## src/rtl/x_seg7_scan_4_digit.sv

```systemverilog
// x_seg7_scan_4_digit
// Snapshots a 16-bit counter value on a load strobe and shows it as four hex
// digits on a multiplexed common-cathode 7-segment display. A new snapshot is
// committed to the display register only at a frame boundary (the last cycle of
// a full four-digit scan), so every frame shows one coherent value.
module x_seg7_scan_4_digit #(
  parameter int SCAN_DIV = 4,     // cycles each digit is held active (2..256)
  parameter bit LZ_BLANK = 1'b1   // 1 = blank leading-zero digits 3..1
) (
  input  logic i_clk,
  input  logic i_rst,
  input  logic i_count_15,
  input  logic i_count_14,
  input  logic i_count_13,
  input  logic i_count_12,
  input  logic i_count_11,
  input  logic i_count_10,
  input  logic i_count_9,
  input  logic i_count_8,
  input  logic i_count_7,
  input  logic i_count_6,
  input  logic i_count_5,
  input  logic i_count_4,
  input  logic i_count_3,
  input  logic i_count_2,
  input  logic i_count_1,
  input  logic i_count_0,
  input  logic i_load,
  output logic o_seg_a,
  output logic o_seg_b,
  output logic o_seg_c,
  output logic o_seg_d,
  output logic o_seg_e,
  output logic o_seg_f,
  output logic o_seg_g,
  output logic o_dig_3,
  output logic o_dig_2,
  output logic o_dig_1,
  output logic o_dig_0,
  output logic o_frame,
  output logic o_pending
);

  // Prescaler width; SCAN_DIV >= 2 guarantees at least one bit.
  localparam int              PW       = (SCAN_DIV > 1) ? $clog2(SCAN_DIV) : 1;
  localparam logic [PW-1:0]   PRE_LAST = PW'(SCAN_DIV - 1);

  // Registered state
  logic [PW-1:0] pre_q,  pre_d;
  logic [1:0]    dig_q,  dig_d;
  logic [15:0]   shd_q,  shd_d;
  logic [15:0]   disp_q, disp_d;
  logic          pend_q, pend_d;

  // Derived combinational signals
  logic [15:0] count;
  logic        pre_last;
  logic        frame_end;
  logic [3:0]  nib;
  logic        blank_3, blank_2, blank_1;
  logic        blank;
  logic [6:0]  seg;       // bit6..0 = g..a

  assign count = {i_count_15, i_count_14, i_count_13, i_count_12,
                  i_count_11, i_count_10, i_count_9,  i_count_8,
                  i_count_7,  i_count_6,  i_count_5,  i_count_4,
                  i_count_3,  i_count_2,  i_count_1,  i_count_0};

  assign pre_last  = (pre_q == PRE_LAST);
  assign frame_end = pre_last && (dig_q == 2'd3);

  // Hex nibble to segment pattern, bit6..0 = g..a, active-high.
  function automatic logic [6:0] hex_to_seg(input logic [3:0] n);
    case (n)
      4'h0:    hex_to_seg = 7'h3F;
      4'h1:    hex_to_seg = 7'h06;
      4'h2:    hex_to_seg = 7'h5B;
      4'h3:    hex_to_seg = 7'h4F;
      4'h4:    hex_to_seg = 7'h66;
      4'h5:    hex_to_seg = 7'h6D;
      4'h6:    hex_to_seg = 7'h7D;
      4'h7:    hex_to_seg = 7'h07;
      4'h8:    hex_to_seg = 7'h7F;
      4'h9:    hex_to_seg = 7'h6F;
      4'hA:    hex_to_seg = 7'h77;
      4'hB:    hex_to_seg = 7'h7C;
      4'hC:    hex_to_seg = 7'h39;
      4'hD:    hex_to_seg = 7'h5E;
      4'hE:    hex_to_seg = 7'h79;
      default: hex_to_seg = 7'h71;
    endcase
  endfunction

  // Next-state: prescaler/digit scan, snapshot capture and frame-boundary commit.
  always_comb begin
    // NOTE: every variable gets a default first so no path leaves it unassigned,
    // which would otherwise infer a latch.
    pre_d  = pre_q + PW'(1);
    dig_d  = dig_q;
    shd_d  = shd_q;
    disp_d = disp_q;
    pend_d = pend_q;

    if (pre_last) begin
      pre_d = '0;
      dig_d = dig_q + 2'd1;
    end

    // A load always refreshes the shadow; the last strobe before a boundary wins.
    if (i_load) begin
      shd_d  = count;
      pend_d = 1'b1;
    end

    // At the boundary a coincident load bypasses the shadow straight to the
    // display; otherwise a waiting snapshot is committed. Nothing stays pending.
    if (frame_end) begin
      if (i_load) begin
        disp_d = count;
      end else if (pend_q) begin
        disp_d = shd_q;
      end
      pend_d = 1'b0;
    end
  end

  // State register with asynchronous active-high reset.
  always_ff @(posedge i_clk or posedge i_rst) begin
    // NOTE: non-blocking assignments so every flop samples pre-edge values,
    // independent of statement order.
    if (i_rst) begin
      pre_q  <= '0;
      dig_q  <= 2'd0;
      shd_q  <= 16'h0000;
      disp_q <= 16'h0000;
      pend_q <= 1'b0;
    end else begin
      pre_q  <= pre_d;
      dig_q  <= dig_d;
      shd_q  <= shd_d;
      disp_q <= disp_d;
      pend_q <= pend_d;
    end
  end

  // Leading-zero blanking: digit n (3..1) is dark when nibbles n..3 are all zero.
  always_comb begin
    blank_3 = (disp_q[15:12] == 4'h0);
    blank_2 = blank_3 && (disp_q[11:8] == 4'h0);
    blank_1 = blank_2 && (disp_q[7:4]  == 4'h0);
  end

  // Select the active nibble and its blanking flag from registered state only.
  always_comb begin
    nib   = disp_q[3:0];
    blank = 1'b0;
    case (dig_q)
      2'd0: begin
        nib   = disp_q[3:0];
        blank = 1'b0;
      end
      2'd1: begin
        nib   = disp_q[7:4];
        blank = LZ_BLANK && blank_1;
      end
      2'd2: begin
        nib   = disp_q[11:8];
        blank = LZ_BLANK && blank_2;
      end
      default: begin
        nib   = disp_q[15:12];
        blank = LZ_BLANK && blank_3;
      end
    endcase
  end

  // Segment pattern for the active digit; a blanked digit drives all segments off.
  always_comb begin
    seg = blank ? 7'h00 : hex_to_seg(nib);
  end

  assign o_seg_a = seg[0];
  assign o_seg_b = seg[1];
  assign o_seg_c = seg[2];
  assign o_seg_d = seg[3];
  assign o_seg_e = seg[4];
  assign o_seg_f = seg[5];
  assign o_seg_g = seg[6];

  assign o_dig_0 = (dig_q == 2'd0);
  assign o_dig_1 = (dig_q == 2'd1);
  assign o_dig_2 = (dig_q == 2'd2);
  assign o_dig_3 = (dig_q == 2'd3);

  assign o_frame   = frame_end;
  assign o_pending = pend_q;

endmodule

```

## config.mk

```make
export PLATFORM = sky130hd
export DESIGN_NAME = x_seg7_scan_4_digit
export DESIGN_NICKNAME = d
export VERILOG_FILES = /design/src/rtl/x_seg7_scan_4_digit.sv
export SDC_FILE = /design/constraint.sdc
export NUM_CORES = 1
export LEC_CHECK = 0
export BUFFER_PORTS_ARGS = -buffer_cell sky130_fd_sc_hd__buf_4
export CAP_MARGIN = 20
export CORE_MARGIN = 5
export CORE_UTILIZATION = 25
export DETAILED_ROUTE_END_ITERATION = 6
export GPL_TIMING_DRIVEN = 0
export SETUP_SLACK_MARGIN = 0.02
export SYNTH_ARGS = -nofsm -noshare
export SYNTH_HDL_FRONTEND = slang
export SYNTH_SLANG_ARGS = --single-unit
```

## constraint.sdc

```tcl
create_clock -name i_clk -period 4.1 [get_ports i_clk]
set_input_delay 0.205 -clock i_clk [delete_from_list [all_inputs] [get_ports i_clk]]
set_output_delay 0.205 -clock i_clk [all_outputs]
set_load 0.02 [all_outputs]
```

==> results.txt <==
Switching Share: 25.72%
ant diodes: 0
outcome: finished, final reports clean
clock share of power: 32.0%
WL final: 3830 um
Rows: 31
pin count of the biggest net entering global routing: 38
CTS Hold Bufs: 0
Pwr Total: 0.8446 mW
RSZ-0062 raised after global routing: no
CTS tree: yes
post-route clock period utilization: 78.10%
Comb power frac: 19.2%
core area: 7253 um^2
max cap viols: 0
Worst-path clk slew: 0.07 ns
CP Capture Type: primary output
register area share after synthesis: 49.83%
critical path class: reg -> out
Fmax: 0.3123 GHz
Final setup viols: 0
arrival time worst endpoint: 3.00 ns
Final #Nets: 218
worst stage delay on the critical path: 0.52 ns
Die Y: 96.21 um
Internal Dissipation: 0.6274 mW
Layout Skew: 0.001717 ns
Synth Area in Adders: 7.407%
main combinational cell family by area after synthesis: multiplexers
Final Non-Filler Cells: 288
Period minus WS final: 3.202 ns
Synth Area in XOR/XNOR: 0.4714%
grt ovf: 0
drt pass-1 iters: 5
Mapped Area: 1858 um^2
Worst Hold Class: in -> async
Rel. slew slack: 43.22%
sequential share of power: 48.8%
Worst Max-Slew Pin Slew: 0.8517 ns
post-route ant nets: 0
critical-path maximum fanout: 10
H-tree lvl count: 2
share of layout cells above drive strength 1: 41.27%
top cell type's share of synthesized area: 49.83%
Yosys cell types: 29
# port buffers: 30
Ports: 32
GRT Util Overall: 8.997%
area leader, netlist: dfrtp_1
compound-cell area share of the yosys netlist: 13.87%
synthesis-to-layout area growth: 24.24%
syn nets: 181
CP Launch Type: flip-flop
min setup slack post-route: 0.8980 ns
most frequent CP cell: ha_1
Place WS: 1.266 ns
Sink Count: 37
final hold violations: 0
dominant cells by area after synthesis: dfrtp_1, mux2_2, ha_1
Clock Path Buffers: 2
crit-path cells: ha_1, clkbuf_1, inv_2, mux2i_1, inv_1, ha_1, a211oi_1, a22oi_1, o32ai_1, buf_4
Resized Gates After CTS: 0
critical path data required time: 3.89 ns
commonest non-fill, non-tap cell in the layout: dfrtp_1
Post-CTS Setup Bufs: 0
mux cell area share after synthesis: 19.80%
Die W: 96.21 um
YS warnings: 0
CP max-delay cell: mux2i_1
clk root buf: clkbuf_8
cells after synthesis: 151
Post-Route Setup TNS: 0 ns
Synth Area in Simple Gates: 4.646%
pwr/cell area: 365.9 nW/um^2
switching pwr: 0.2173 mW
global-route wire length before repair: 6299 um
Starting Density: 25.62%
DIE AREA: 9256 um^2
utilization after layout: 31.83%
DRC marker count from the first detailed-route iteration: 76
post-detail-place hpwl: 2897 um
CTS Buf Count: 5
wire length per cell: 13.30 um
placed cells: 280
clk_lat worst skew: 0.28 ns
Vias per Instance: 4.573
GPL Wtd Cong: 0.8072
Lkg Pwr: 1.030 nW
Yosys reg bits: 37
VDD IR max: 0.1703 mV
DRC: 0
Slew Limit Fails: 0
via count: 1317
Syn Area/Cell: 12.30 um^2
r2r setup slk: 1.79 ns
commonest non-fill, non-tap cells in the layout: dfrtp_1, mux2_2, buf_4
initial antenna violation count: 0
vias in the first global route: 1319
-- Yosys cell counts --
cell type and count:
a221oi_2 2, and2_1 1, a222oi_1 3, mux2i_1 3
nand2_1 1, nor2b_1 2, nor4_1 3, o32ai_1 1
a21oi_1 7, nor2_1 8, dfrtp_1 37, ha_1 11
a22o_2 1, o21ai_1 1, nor3_1 3, a22oi_1 2
a21o_1 2, buf_2 2, xor2_1 1, inv_1 11
a211oi_1 7, mux2_2 30, a211o_2 2, inv_2 1
o211ai_1 2, o21ai_0 3, o22ai_1 1, clkbuf_1 2
buf_6 1
-- kinds of logic (layout without fill, tap and decap cells) --
logic type / Yosys count / count (layout)
adder cells (fa/ha/maj): 11 / 11
AND/OR/NAND/NOR: 18 / 18
flip-flops: 37 / 37
XOR/XNOR: 1 / 1
AO/OA/AOI/OAI: 34 / 34
buffers and inverters: 17 / 55
multiplexers: 33 / 33
-- worst max-delay path: cells and delay by family (launching register included) --
kind,cells,cell delay [ns]
buffers and inverters,4,0.77
multiplexers,1,0.52
AO/OA/AOI/OAI,3,0.51
adder cells (fa/ha/maj),2,0.49
flip-flops,1,0.42
-- registers in the layout, indices dropped and copies added, names as in the netlist --
signal / cells
disp_q: 16
shd_q: 16
dig_q: 2
pre_q: 2
o_pending: 1
-- metal layers --
metal	GRT usage (%)	wire length, um	share of wire, %	up-vias
met2	13.97	1761	46	32
met4	3.555	43	1.1	0
li1	-	-	-	630
met5	0	0	0	-
met1	11.92	1853	48	651
met3	2.267	171	4.5	4
-- through the flow --
stage                     hold WS [ns]  area, um^2
after floorplan                 0.3705        1858
after global placement          0.4134        2207
after detailed placement        0.4038        2207
after CTS                      0.09652        2308
after global routing            0.1264        2308
final                          0.06360        2308
-- final cells by class --
cell class | instances | area, um^2
Tap cell | 99 | 123.9
Clock buffer | 7 | 96.34
Clock inverter | 1 | 5.005
Multi-Input combinational cell | 97 | 858.3
Timing Repair Buffer | 30 | 225.2
Sequential cell | 37 | 925.9
Buffer | 5 | 28.78
Inverter | 12 | 45.04
Fill cell | 769 | 4945
-- power by group through the flow --
stage,combinational (mW),sequential (mW),clock (mW)
after floorplan,0.110,0.414,0
after global placement,0.160,0.419,0
after detailed placement,0.162,0.420,0
after CTS,0.163,0.413,0.282
after global routing,0.178,0.416,0.298
final,0.162,0.412,0.270
-- worst paths after layout --
| check | startpoint | endpoint | cells after the start |
|---|---|---|---|
| min in group i_clk | i_count_10 | shd_q[10] | 2 |
| hold / removal | i_rst | disp_q[0] | 2 |
| setup / recovery | dig_q[0] | o_seg_a | 10 |
| hold reg to reg | pre_q[0] | pre_q[0] | 1 |
| setup reg to reg | dig_q[0] | disp_q[0] | 6 |
| max in group asynchronous | i_rst | o_pending | 2 |
Note: power is estimated with default switching activity, not from simulation.
